===== src/rtl/nem_ohmux_sel_ctrl.sv =====
// Break-before-make select sequencer and round-robin arbiter for a 4-input inverting NEM-relay mux.
// At most one select line is closed; release (T_OFF) and settle (T_ON) times are enforced in cycles.
module nem_ohmux_sel_ctrl #(
   parameter int T_ON  = 5,
   parameter int T_OFF = 3,
   parameter int CW    = 4
) (
   input  logic       CP,
   input  logic       RST,
   input  logic [3:0] REQ,
   output logic       S0,
   output logic       S1,
   output logic       S2,
   output logic       S3,
   output logic [3:0] GNT,
   output logic [1:0] OWNER,
   output logic       BUSY
);

   typedef enum logic [1:0] {IDLE, MAKE, HOLD, BREAK} state_t;

   localparam logic [CW-1:0] ON_LOAD  = CW'(T_ON - 1);
   localparam logic [CW-1:0] OFF_LOAD = CW'(T_OFF - 1);

   state_t        state;
   state_t        state_nxt;
   logic [CW-1:0] cnt;
   logic [CW-1:0] cnt_nxt;
   logic [1:0]    rr;
   logic [1:0]    rr_nxt;
   logic [1:0]    owner_nxt;
   logic [1:0]    winner;
   logic          launch;
   logic [3:0]    sel;
   logic [3:0]    sel_nxt;
   logic [3:0]    gnt_nxt;
   logic          busy_nxt;

   // Lowest offset from the pointer wins: the reverse walk lets it overwrite last.
   function automatic logic [1:0] rr_pick(input logic [3:0] req, input logic [1:0] ptr);
      logic [1:0] idx;
      rr_pick = ptr;
      for (int k = 3; k >= 0; k--) begin
         idx = ptr + 2'(k);
         if (req[idx]) rr_pick = idx;
      end
   endfunction

   always_comb begin
      winner    = rr_pick(REQ, rr);
      state_nxt = state;
      cnt_nxt   = cnt;
      owner_nxt = OWNER;
      rr_nxt    = rr;
      launch    = 1'b0;
      case (state)
         IDLE: launch = |REQ;
         MAKE: begin
            if (!REQ[OWNER]) begin
               state_nxt = BREAK;
               cnt_nxt   = OFF_LOAD;
            end else if (cnt == '0) begin
               state_nxt = HOLD;
            end else begin
               cnt_nxt = cnt - CW'(1);
            end
         end
         HOLD: begin
            if (!REQ[OWNER]) begin
               state_nxt = BREAK;
               cnt_nxt   = OFF_LOAD;
            end
         end
         BREAK: begin
            if (cnt == '0) begin
               if (|REQ) launch = 1'b1;
               else      state_nxt = IDLE;
            end else begin
               cnt_nxt = cnt - CW'(1);
            end
         end
         default: begin
            state_nxt = BREAK;
            cnt_nxt   = OFF_LOAD;
         end
      endcase

      if (launch) begin
         state_nxt = MAKE;
         cnt_nxt   = ON_LOAD;
         owner_nxt = winner;
         rr_nxt    = winner + 2'd1;
      end

      // Outputs are precomputed from the next state so every pin comes straight off a flop.
      sel_nxt  = (state_nxt == MAKE || state_nxt == HOLD) ? (4'b0001 << owner_nxt) : 4'b0000;
      gnt_nxt  = (state_nxt == HOLD) ? (4'b0001 << owner_nxt) : 4'b0000;
      busy_nxt = (state_nxt != IDLE);
   end

   always_ff @(posedge CP) begin
      if (RST) begin
         state <= BREAK;
         cnt   <= OFF_LOAD;
         rr    <= 2'd0;
         OWNER <= 2'd0;
         sel   <= 4'b0000;
         GNT   <= 4'b0000;
         BUSY  <= 1'b1;
      end else begin
         state <= state_nxt;
         cnt   <= cnt_nxt;
         rr    <= rr_nxt;
         OWNER <= owner_nxt;
         sel   <= sel_nxt;
         GNT   <= gnt_nxt;
         BUSY  <= busy_nxt;
      end
   end

   assign {S3, S2, S1, S0} = sel;

endmodule


===== config.mk =====
export PLATFORM = sky130hd
export DESIGN_NAME = nem_ohmux_sel_ctrl
export DESIGN_NICKNAME = d
export VERILOG_FILES = /design/src/rtl/nem_ohmux_sel_ctrl.sv
export SDC_FILE = /design/constraint.sdc
export NUM_CORES = 1
export LEC_CHECK = 0
export BUFFER_PORTS_ARGS = -buffer_cell sky130_fd_sc_hd__buf_2
export CORE_ASPECT_RATIO = 1.5
export CORE_UTILIZATION = 35
export DETAILED_ROUTE_END_ITERATION = 10
export PLACE_DENSITY = 0.6
export SETUP_SLACK_MARGIN = 0.1
export SYNTH_ARGS = -nofsm -noshare
export SYNTH_HDL_FRONTEND = slang
export SYNTH_SLANG_ARGS = --single-unit
export TNS_END_PERCENT = 5

===== constraint.sdc =====
create_clock -name CP -period 2.86 [get_ports CP]
set_clock_uncertainty 0.15 [all_clocks]
set_input_delay 0.286 -clock CP [delete_from_list [all_inputs] [get_ports CP]]
set_output_delay 0.286 -clock CP [all_outputs]
set_load 0.02 [all_outputs]

==> summary.log, run 1 <==
INFO  run_status     status=complete, no violations
INFO  timing         fin_ws=0.330ns
INFO  synth          ys_dominant_reg_cell=sky130_fd_sc_hd__dfxtp_1
INFO  grt            globalRouteOverflowTotal=0
INFO  clocking       cts-root-to-sink-buffers=2
INFO  timing         finalWorstPathRequiredPeriod=2.53ns
INFO  routing        remaining_drc_errors=0
INFO  floorplanning  core.rowCount=24
INFO  timing         finalCritPeriodShare=0.885
INFO  placement      pre_cts_ws=0.326ns
INFO  routing        drt.antenna.violating_nets=0
INFO  hold_path      hold_path_class=in -> reg
INFO  clocking       holdBufCountCts=0
INFO  worst_setup_path worst_setup_path_end_kind=register
INFO  synth          synth_top_area_frac=0.343
INFO  worst_setup_path timing.critical_path.arrival=2.56ns
INFO  synth          syn-mean-instance-area=8.66um^2
INFO  finish         diodes=0
INFO  clocking       worst_skew_pair_latency=0.25ns
INFO  synth          synth_sequential_area_ratio=0.343
INFO  clocking       post_cts_resize_count=0
INFO  power_and_ir_drop totalPowerFinal=0.00122W
INFO  synth          synth_enable_flop_cells=0
INFO  worst_setup_path critical_path.startpoint_type=register
INFO  timing         report.final.setup_viol=0
INFO  job            max_cap_viol_count=0
INFO  floorplanning  die_area=3400um^2
INFO  worst_setup_path cp_num_buf_inv=2
INFO  power_and_ir_drop vdd.ir_drop.worst=0.443mV
INFO  placement      post_dp_cell_area=1220um^2
INFO  synth          synthesis.area=1110um^2
INFO  timing         hold_viol=0
INFO  finish         post_route_cells_drive_above_1_share=0.217
INFO  synth          library_cell_with_the_largest_summed_area_after_synthesis=sky130_fd_sc_hd__dfxtp_1
INFO  routing        detailed_router_s_first_iteration_violation_count=25
INFO  synth          ys.warnings.count=0
INFO  worst_setup_path criticalPathCategory=reg -> reg
INFO  placement      io_buffer_count=16
INFO  timing         setup_total_negative_slack=0ns
INFO  placement      dpl.hpwl=1.81mm
INFO  clocking       clock-root-buffer=sky130_fd_sc_hd__clkbuf_8
INFO  finish         nFillCells=299
INFO  synth          postSynthNetCount=142
INFO  grt            antenna_found_initial=0
INFO  worst_setup_path timing.critical_path.cells=inv_1, ha_1, or3b_2, a21boi_1, o21bai_1, a221oi_2, inv_1, ha_1, nand2b_1, nor3_1
INFO  clocking       cts.clk_slew.worst_paths=0.07ns
INFO  finish         final_cell_area=1260um^2
INFO  worst_setup_path cp.required=2.89ns
INFO  routing        num_vias=947
INFO  worst_setup_path timing.critical_path.max_delay_family=simple AND/OR/NAND/NOR gates
INFO  synth          synthDistinctLibCells=41
INFO  floorplanning  die_h=70.9um
INFO  placement      gp_congestion=0.782
INFO  worst_setup_path cp_max_fo=6
INFO  grt            grt_pass1_vias=920
INFO  worst_setup_path cpPeakStageDelay=0.50ns
INFO  clocking       cts_setup_buffers=0
INFO  finish         layout.nets=158
INFO  routing        drt_wl_total=2.35mm
INFO  synth          synthMostInstantiatedCell=sky130_fd_sc_hd__dfxtp_1
INFO  synth          synth_cells=128
INFO  routing        viasPerCell=5.20
INFO  grt            grt_pass1_wl=4.13mm
INFO  synth          cell_types_with_the_highest_counts_after_synthesis=19 x sky130_fd_sc_hd__dfxtp_1, 16 x sky130_fd_sc_hd__nor3_1, 11 x sky130_fd_sc_hd__nor2_1
INFO  synth          ys_top_cells_by_area=sky130_fd_sc_hd__dfxtp_1 34%, sky130_fd_sc_hd__ha_1 9.0%, sky130_fd_sc_hd__nor3_1 7.2%
INFO  timing         actual_transition_at_the_worst_max_transition_pin=0.541ns
INFO  finish         area_growth_syn_to_layout=13.9%
INFO  clocking       cts_tree=built
INFO  timing         number_of_slew_limit_violations_in_the_final_report=0
INFO  timing         achievable-frequency=0.395GHz
INFO  clocking       tritoncts.num_buffers=3
INFO  power_and_ir_drop p_leak=0.532nW
INFO  worst_setup_path worst_path_max_delay_cell=sky130_fd_sc_hd__or3b_2
INFO  clocking       cts_num_sinks=19
INFO  routing        drt_pass1_iterations=4
INFO  grt            largest_net_degree_at_the_start_of_global_routing=16
INFO  power_and_ir_drop p_per_area=963nW/um^2
INFO  clocking       cts_htree_levels=1
INFO  synth          synth_seq_cells=19
INFO  grt            grt_use_total=0.166
INFO  timing         hold-worst-slack=0.213ns
INFO  routing        average_wire_per_cell_in_the_routed_design=12.9um
INFO  floorplanning  die_w=48.0um
INFO  floorplanning  fp.coreArea=2970um^2
INFO  synth          ys_async_sr_fraction=0
INFO  timing         max_slew_margin=0.636
INFO  timing         rsz0062_at_grt=false
INFO  floorplanning  io_pins=17
INFO  floorplanning  initial_core_util=0.373
-- sequential cells by signal (all words and copies together), names as in the netlist --
register  count
BUSY          1
GNT           4
OWNER         2
cnt           4
rr            2
sel           4
state         2
-- power by group --
part / switching (W) / leakage (nW) / total (W) / internal [W]
Combinational: 0.000367 / 0.352 / 0.000644 / 0.000277
Clock: 0.0000881 / 0.0255 / 0.000185 / 0.0000967
Sequential: 0.0000521 / 0.155 / 0.000387 / 0.000335
Total: 0.000507 / 0.532 / 0.00122 / 0.000709
-- stage by stage --
step / utilization / cells
finish: 0.425 / 182
global route: 0.425 / 182
CTS: 0.425 / 182
detailed placement: 0.409 / 178
global placement: 0.409 / 178
floorplan: - / 128
-- path summary, 6_finish.rpt --
kind | from | to | slack [ns] | depth (start not counted)
setup reg to reg | cnt[0] | sel[0] | 0.33 | 10
hold reg to reg | cnt[1] | cnt[1] | 0.34 | 1
setup / recovery | cnt[0] | sel[0] | 0.33 | 10
hold / removal | RST | OWNER[0] | 0.21 | 2
-- metal layers --
metal	share of wire	wire length, um	up-vias	global-route usage
met5	0	0	-	0
met4	0.0098	23	0	0.0556
met3	0.026	62	2	0.0281
met2	0.56	1320	14	0.294
met1	0.40	949	447	0.187
li1	-	-	484	-
-- cells in the final DEF, fill, tap and decap left out, types with 2 or more instances in the layout --
| cell type | instances |
|---|---|
| sky130_fd_sc_hd__nand2b_1 | 5 |
| sky130_fd_sc_hd__dfxtp_1 | 19 |
| sky130_fd_sc_hd__o21bai_1 | 2 |
| sky130_fd_sc_hd__nor2_1 | 11 |
| sky130_fd_sc_hd__nor2b_1 | 6 |
| sky130_fd_sc_hd__clkbuf_8 | 3 |
| sky130_fd_sc_hd__o21ai_0 | 8 |
| sky130_fd_sc_hd__nor3_1 | 16 |
| sky130_fd_sc_hd__buf_2 | 16 |
| sky130_fd_sc_hd__ha_1 | 8 |
| sky130_fd_sc_hd__inv_1 | 7 |
| sky130_fd_sc_hd__or3_1 | 2 |
| sky130_fd_sc_hd__nand2_1 | 4 |
| sky130_fd_sc_hd__a21oi_1 | 8 |
-- cell families (layout without fill, tap and decap cells) --
logic type | Yosys count | in the layout | synth area share
buf+inv | 12 | 27 | 0.0429
compound gates | 29 | 29 | 0.186
fa+ha+maj | 8 | 8 | 0.0903
xor+xnor | 2 | 2 | 0.0158
flops | 19 | 19 | 0.343
mux | 4 | 4 | 0.0519
simple gates | 54 | 54 | 0.270
-- cell type report --
type	instances	area (um^2)	area share
sequential	19	380	0.301
clock buffer	3	41.3	0.0327
inverter	7	26.3	0.0208
clock inverter	1	5.00	0.00396
tap	39	48.8	0.0387
multi-input combinational	97	681	0.539
timing repair buffer	16	80.1	0.0634
(Power assumes the default switching activity.)
==> run 2, diff against run 1 <==
--- a/config.mk
+++ b/config.mk
@@ -9,6 +9,7 @@
 export CORE_ASPECT_RATIO = 1.5
-export CORE_UTILIZATION = 35
+export CORE_UTILIZATION = 25
 export DETAILED_ROUTE_END_ITERATION = 10
-export PLACE_DENSITY = 0.6
+export PLACE_DENSITY = 0.48
 export SETUP_SLACK_MARGIN = 0.1
+export SLEW_MARGIN = 20
 export SYNTH_ARGS = -nofsm -noshare
--- a/constraint.sdc
+++ b/constraint.sdc
@@ -4,2 +4,2 @@
 set_output_delay 0.286 -clock CP [all_outputs]
-set_load 0.02 [all_outputs]
+set_load 0.01 [all_outputs]
==> run 2 against run 1 <==
Largest power group unchanged. Wire length up 6.3%. Clock power barely moved. First-iteration DRC count down 12%. Sequential power hardly changed.
==> summary.log, run 2 (synthesis results as in run 1) <==
INFO  clocking       post_cts_resize_count=0 [unchanged]
INFO  finish         post_route_cells_drive_above_1_share=0.210 [-0.00699]
INFO  clocking       cts_num_sinks=19 [unchanged]
INFO  power_and_ir_drop p_leak=0.530nW [-0.49%]
INFO  grt            antenna_found_initial=0 [unchanged]
INFO  worst_setup_path cp.required=2.88ns [about the same]
INFO  hold_path      hold_path_class=in -> reg
INFO  worst_setup_path cp-startpoint=cnt[0]
INFO  worst_setup_path timing.critical_path.max_delay_family=simple AND/OR/NAND/NOR gates
INFO  hold_path      min_path_cells=2 [unchanged]
INFO  finish         layout.core_utilization=0.299 [-0.126]
INFO  worst_setup_path worst_path_max_delay_cell=sky130_fd_sc_hd__or3b_2
INFO  routing        drt.antenna.violating_nets=0 [unchanged]
INFO  timing         fin_ws=0.289ns [-0.0415 ns]
INFO  timing         actual_transition_at_the_worst_max_transition_pin=0.563ns [+0.0215 ns]
INFO  worst_setup_path cp_num_buf_inv=2 [unchanged]
INFO  worst_setup_path rr_worst_depth=10 [unchanged]
INFO  hold_path      min_from=RST
INFO  finish         area_growth_syn_to_layout=14.6%
INFO  worst_setup_path timing.critical_path.cells=inv_1, ha_1, or3b_2, a21boi_1, o21bai_1, a221oi_2, inv_1, ha_1, nand2b_1, nor3_1
INFO  floorplanning  core.rowCount=29 [+21%]
INFO  finish         largest_registers=GNT (4), cnt (4), sel (4)
INFO  finish         diodes=0 [unchanged]
INFO  grt            grt_pass1_vias=996 [+8.3%]
INFO  clocking       cts_htree_levels=1 [unchanged]
INFO  clocking       worst_skew_pair_latency=0.25ns [about the same]
INFO  timing         finalCritPeriodShare=0.899 [+0.0145]
INFO  timing         hold_viol=0 [unchanged]
INFO  finish         mostFrequentLayoutCell=sky130_fd_sc_hd__dfxtp_1
INFO  placement      io_buffer_count=16 [unchanged]
INFO  grt            globalRouteOverflowTotal=0 [unchanged]
INFO  job            max_cap_viol_count=0 [unchanged]
INFO  floorplanning  fp.coreArea=4250um^2 [+43%]
INFO  timing         finalWorstPathRequiredPeriod=2.57ns [+0.0415 ns]
INFO  timing         hold-worst-slack=0.210ns [-0.00308 ns]
INFO  worst_setup_path cp_max_fo=6 [unchanged]
INFO  clocking       cts_setup_buffers=0 [unchanged]
INFO  placement      pre_cts_ws=0.278ns [-0.0479 ns]
INFO  timing         rsz0062_at_grt=false
INFO  routing        viasPerCell=5.02 [-3.6%]
INFO  worst_setup_path worst_setup_path_end_kind=register
INFO  timing         achievable-frequency=0.389GHz [-1.6%]
INFO  routing        remaining_drc_errors=0 [unchanged]
INFO  clocking       holdBufCountCts=0 [unchanged]
INFO  power_and_ir_drop p_per_area=945nW/um^2 [-1.9%]
INFO  clocking       cts.clk_slew.worst_paths=0.07ns [about the same]
INFO  worst_setup_path critical_path.reg2reg.startpoint=cnt[0]
INFO  worst_setup_path critical_path.startpoint_type=register
INFO  grt            grt_use_total=0.114 [-0.0519]
INFO  floorplanning  die_h=83.6um [+18%]
INFO  worst_setup_path criticalPathCategory=reg -> reg
INFO  routing        drt_pass1_iterations=4 [unchanged]
INFO  placement      dpl.hpwl=1.93mm [+6.5%]
INFO  routing        average_wire_per_cell_in_the_routed_design=13.2um [+2.4%]
INFO  floorplanning  initial_core_util=0.261 [-0.112]
INFO  worst_setup_path timing.critical_path.arrival=2.59ns [+0.03 ns]
INFO  run_status     status=complete, no violations
INFO  worst_setup_path cpPeakStageDelay=0.52ns [+0.02 ns]
INFO  floorplanning  die_w=56.4um [+18%]
INFO  timing         number_of_slew_limit_violations_in_the_final_report=0 [unchanged]
INFO  power_and_ir_drop vdd.ir_drop.worst=0.447mV [+0.74%]
INFO  finish         layout.cells.most_common_list=19 x sky130_fd_sc_hd__dfxtp_1, 16 x sky130_fd_sc_hd__nor3_1, 16 x sky130_fd_sc_hd__buf_2, 11 x sky130_fd_sc_hd__nor2_1
INFO  grt            grt_pass1_wl=4.36mm [+5.7%]
INFO  worst_setup_path worst-path-stages=10 [unchanged]
INFO  floorplanning  die_area=4710um^2 [+38%]
INFO  finish         layout.nets=158 [unchanged]
INFO  timing         report.final.setup_viol=0 [unchanged]
INFO  grt            largest_net_degree_at_the_start_of_global_routing=16 [unchanged]
INFO  clocking       clock-root-buffer=sky130_fd_sc_hd__clkbuf_8
INFO  timing         setup_total_negative_slack=0ns [unchanged]
INFO  routing        drt_wl_total=2.50mm [+6.3%]
INFO  clocking       tritoncts.num_buffers=3 [unchanged]
INFO  routing        detailed_router_s_first_iteration_violation_count=22 [-12%]
INFO  placement      gp_congestion=0.816 [+4.4%]
INFO  timing         max_slew_margin=0.622 [-0.0144]
INFO  floorplanning  io_pins=17 [unchanged]
INFO  clocking       cts-root-to-sink-buffers=2 [unchanged]
INFO  clocking       cts_tree=built
INFO  routing        num_vias=948 [+0.11%]
[run 2: per-stage QoR]
step	total power [W]	instance area, um^2	instances
2_1_floorplan	0.000879	1110	128
3_3_place_gp	0.00101	1220	185
3_5_place_dp	0.00102	1220	185
4_1_cts	0.00121	1270	189
5_1_grt	0.00131	1270	189
6_report	0.00120	1270	189
[run 2: area by class of cell]
type,instances,area [um^2]
Sequential cell,19,380
Clock buffer,4,45.0
Tap cell,46,57.6
Timing Repair Buffer,16,80.1
Inverter,7,26.3
Fill cell,450,2980
Multi-Input combinational cell,97,681
[run 2: path summary, 6_finish.rpt]
| path | slack (ns) | to |
|---|---|---|
| worst min-delay path | 0.21 | OWNER[0] |
| worst min register to register | 0.36 | cnt[1] |
| worst max-delay path | 0.29 | sel[1] |
| worst max register to register | 0.29 | sel[1] |
[run 2: power breakdown]
part           switching, W  internal, W  total (W)
logic              0.000349     0.000276   0.000625
registers         0.0000533     0.000335   0.000388
clock network     0.0000878    0.0000989   0.000187
total              0.000490     0.000709    0.00120
[run 2: per-layer routing]
layer | GRT usage | wire length (um) | vias up
li1 | - | - | 488
met1 | 0.131 | 1080 | 440
met2 | 0.213 | 1340 | 18
met3 | 0.0140 | 72 | 2
met4 | 0.0355 | 12 | 0
met5 | 0 | 0 | -
==> run 3, diff against run 2 <==
Clock period 2.86 ns to 2.4 ns, I/O delays scaled along.
==> run 3 against run 2 <==
Flip-flop and latch count unchanged. Sequential power is 18% higher. Setup slack got worse by 0.13 ns. Total power increased by 38%. Combinational power rose by 56%. Register-to-register slack worse by 0.13 ns. Final cell count is 3.7% higher. Global-route usage grew 0.40 points. Worst hold slack worse by 0.030 ns. Utilization increased by 3.2 points.
==> summary.log, run 3 (synthesis results as in run 1) <==
INFO  power_and_ir_drop p_per_area=1180nW/um^2 [+25%]
INFO  routing        drt.antenna.violating_nets=0 [unchanged]
INFO  routing        viasPerCell=5.03 [+0.19%]
INFO  worst_setup_path cp-startpoint=cnt[0]
INFO  floorplanning  initial_core_util=0.261 [unchanged]
INFO  timing         finalCritPeriodShare=0.933 [+0.0339]
INFO  power_and_ir_drop totalPowerFinal=0.00166W [+38%]
INFO  timing         report.final.setup_viol=0 [unchanged]
INFO  worst_setup_path worst_setup_path_end_kind=register
INFO  timing         achievable-frequency=0.447GHz [+15%]
INFO  grt            grt_use_total=0.118 [+0.00398]
INFO  clocking       worst_skew_pair_latency=0.25ns [about the same]
INFO  timing         setup_total_negative_slack=0ns [unchanged]
INFO  finish         register_area=383um^2 [+0.66%]
INFO  worst_setup_path timing.critical_path.arrival=2.27ns [-0.32 ns]
INFO  routing        drt_pass1_iterations=3 [-1]
INFO  job            max_cap_viol_count=0 [unchanged]
INFO  worst_setup_path rr_worst_depth=10 [unchanged]
INFO  grt            grt_pass1_vias=1,038 [+4.2%]
INFO  finish         multiInputGateArea=758um^2 [+11%]
INFO  worst_setup_path reg2reg_to=GNT[3]
INFO  worst_setup_path criticalPathCategory=reg -> reg
INFO  routing        average_wire_per_cell_in_the_routed_design=13.8um [+4.4%]
INFO  clocking       cts-root-to-sink-buffers=2 [unchanged]
INFO  clocking       cts_tree=built
INFO  floorplanning  core.rowCount=29 [unchanged]
INFO  timing         number_of_slew_limit_violations_in_the_final_report=0 [unchanged]
INFO  clocking       tritoncts.num_buffers=3 [unchanged]
INFO  clocking       cts_htree_levels=1 [unchanged]
INFO  timing         rsz0062_at_grt=true
INFO  placement      dpl.hpwl=2.05mm [+6.0%]
INFO  placement      io_buffer_count=16 [unchanged]
INFO  power_and_ir_drop p_leak=0.591nW [+12%]
INFO  grt            globalRouteOverflowTotal=0 [unchanged]
INFO  hold_path      min_path_cells=2 [unchanged]
INFO  timing         max_slew_margin=0.636 [+0.0144]
INFO  timing         actual_transition_at_the_worst_max_transition_pin=0.541ns [-0.0214 ns]
INFO  finish         mostFrequentLayoutCell=sky130_fd_sc_hd__dfxtp_1
INFO  grt            antenna_found_initial=0 [unchanged]
INFO  worst_setup_path ff2ff_setup_slack=0.16ns [-0.13 ns]
INFO  finish         nFillCells=446 [-0.89%]
INFO  placement      gp_congestion=0.793 [-2.8%]
INFO  clocking       cts_num_sinks=19 [unchanged]
INFO  finish         largest_registers=GNT (4), cnt (4), sel (4)
INFO  worst_setup_path cp_max_fo=4 [-2]
INFO  worst_setup_path setup.worst_path.end=GNT[3]
INFO  clocking       cts_setup_buffers=0 [unchanged]
INFO  grt            largest_net_degree_at_the_start_of_global_routing=13 [-3]
INFO  floorplanning  die_w=56.4um [unchanged]
INFO  routing        num_vias=985 [+3.9%]
INFO  worst_setup_path critical_path.startpoint_type=register
INFO  worst_setup_path critical_path.reg2reg.startpoint=cnt[0]
INFO  finish         diodes=0 [unchanged]
INFO  clocking       clock-root-buffer=sky130_fd_sc_hd__clkbuf_8
INFO  floorplanning  io_pins=17 [unchanged]
INFO  hold_path      hold_path_class=in -> reg
INFO  finish         area_growth_syn_to_layout=26.6%
INFO  worst_setup_path cp.required=2.43ns [-0.45 ns]
INFO  clocking       cts.clk_slew.worst_paths=0.07ns [about the same]
INFO  timing         hold_viol=0 [unchanged]
INFO  finish         layout.cells.most_common_list=17 x sky130_fd_sc_hd__dfxtp_1, 16 x sky130_fd_sc_hd__buf_2, 11 x sky130_fd_sc_hd__nor2_1, 10 x sky130_fd_sc_hd__nor3_1, 8 x sky130_fd_sc_hd__o21ai_0
INFO  floorplanning  die_area=4710um^2 [unchanged]
INFO  grt            grt_pass1_wl=4.49mm [+2.9%]
INFO  floorplanning  fp.coreArea=4250um^2 [unchanged]
INFO  routing        drt_wl_total=2.71mm [+8.3%]
INFO  routing        remaining_drc_errors=0 [unchanged]
INFO  run_status     status=complete, no violations
INFO  floorplanning  die_h=83.6um [unchanged]
INFO  power_and_ir_drop vdd.ir_drop.worst=0.547mV [+22%]
INFO  timing         finalWorstPathRequiredPeriod=2.24ns [-0.332 ns]
INFO  routing        detailed_router_s_first_iteration_violation_count=16 [-27%]
INFO  finish         post_route_cells_drive_above_1_share=0.360 [+0.150]
INFO  finish         layout.nets=165 [+4.4%]
run 3: final cells by class:
class / count / share of cell area
Multi-Input combinational cell: 97 / 0.540
Sequential cell: 19 / 0.273
Timing Repair Buffer: 23 / 0.0945
Tap cell: 46 / 0.0410
Clock buffer: 3 / 0.0294
Inverter: 7 / 0.0187
Clock inverter: 1 / 0.00357
run 3: critical path: stages (launching register included):
cell and delay, ns:
sky130_fd_sc_hd__dfxtp_1 0.32, sky130_fd_sc_hd__inv_2 0.06, sky130_fd_sc_hd__ha_2 0.17, sky130_fd_sc_hd__or3b_4 0.41, sky130_fd_sc_hd__a21oi_2 0.16, sky130_fd_sc_hd__o21ai_0 0.09
sky130_fd_sc_hd__a21oi_1 0.17, sky130_fd_sc_hd__nor2b_4 0.21, sky130_fd_sc_hd__ha_1 0.21, sky130_fd_sc_hd__nand2b_4 0.09, sky130_fd_sc_hd__nor3_1 0.13
run 3: where the power goes:
part	total (W)	switching, W	internal [W]
Sequential	0.000456	0.0000556	0.000401
Clock	0.000223	0.000108	0.000115
Combinational	0.000978	0.000518	0.000461
Total	0.00166	0.000681	0.000977
run 3: worst min path at each step:
stage	startpoint	slack [ns]	end
6_report	RST	0.18	OWNER[1]
5_1_grt	RST	0.18	OWNER[0]
4_1_cts	RST	0.18	OWNER[1]
3_5_place_dp	cnt[1]	0.33	cnt[1]
3_3_place_gp	cnt[1]	0.34	cnt[1]
2_1_floorplan	cnt[1]	0.30	cnt[1]
run 3: stage by stage:
step	std cells	utilization	setup slack, ns	hold slack, ns	area (um^2)
after floorplan	128	-	0.100	0.302	1110
after global placement	192	0.302	0.0290	0.339	1280
after detailed placement	192	0.302	-0.0124	0.329	1280
after CTS	196	0.318	0.101	0.178	1350
after global routing	196	0.331	0.0330	0.180	1400
final	196	0.331	0.161	0.179	1400
run 3: metal layers:
layer	global-route usage	vias up	routed length, um
li1	-	498	-
met1	0.126	464	1120
met2	0.223	17	1480
met3	0.0155	6	56
met4	0.0532	0	53
met5	0	-	0
run 3: what timing repair did:
item | in CTS | in global routing
pin swaps | 2 | 2
gates resized for setup | 6 | 10
hold buffers | 0 | 0
setup endpoints to repair | 8 | 8
cloned | 0 | 0
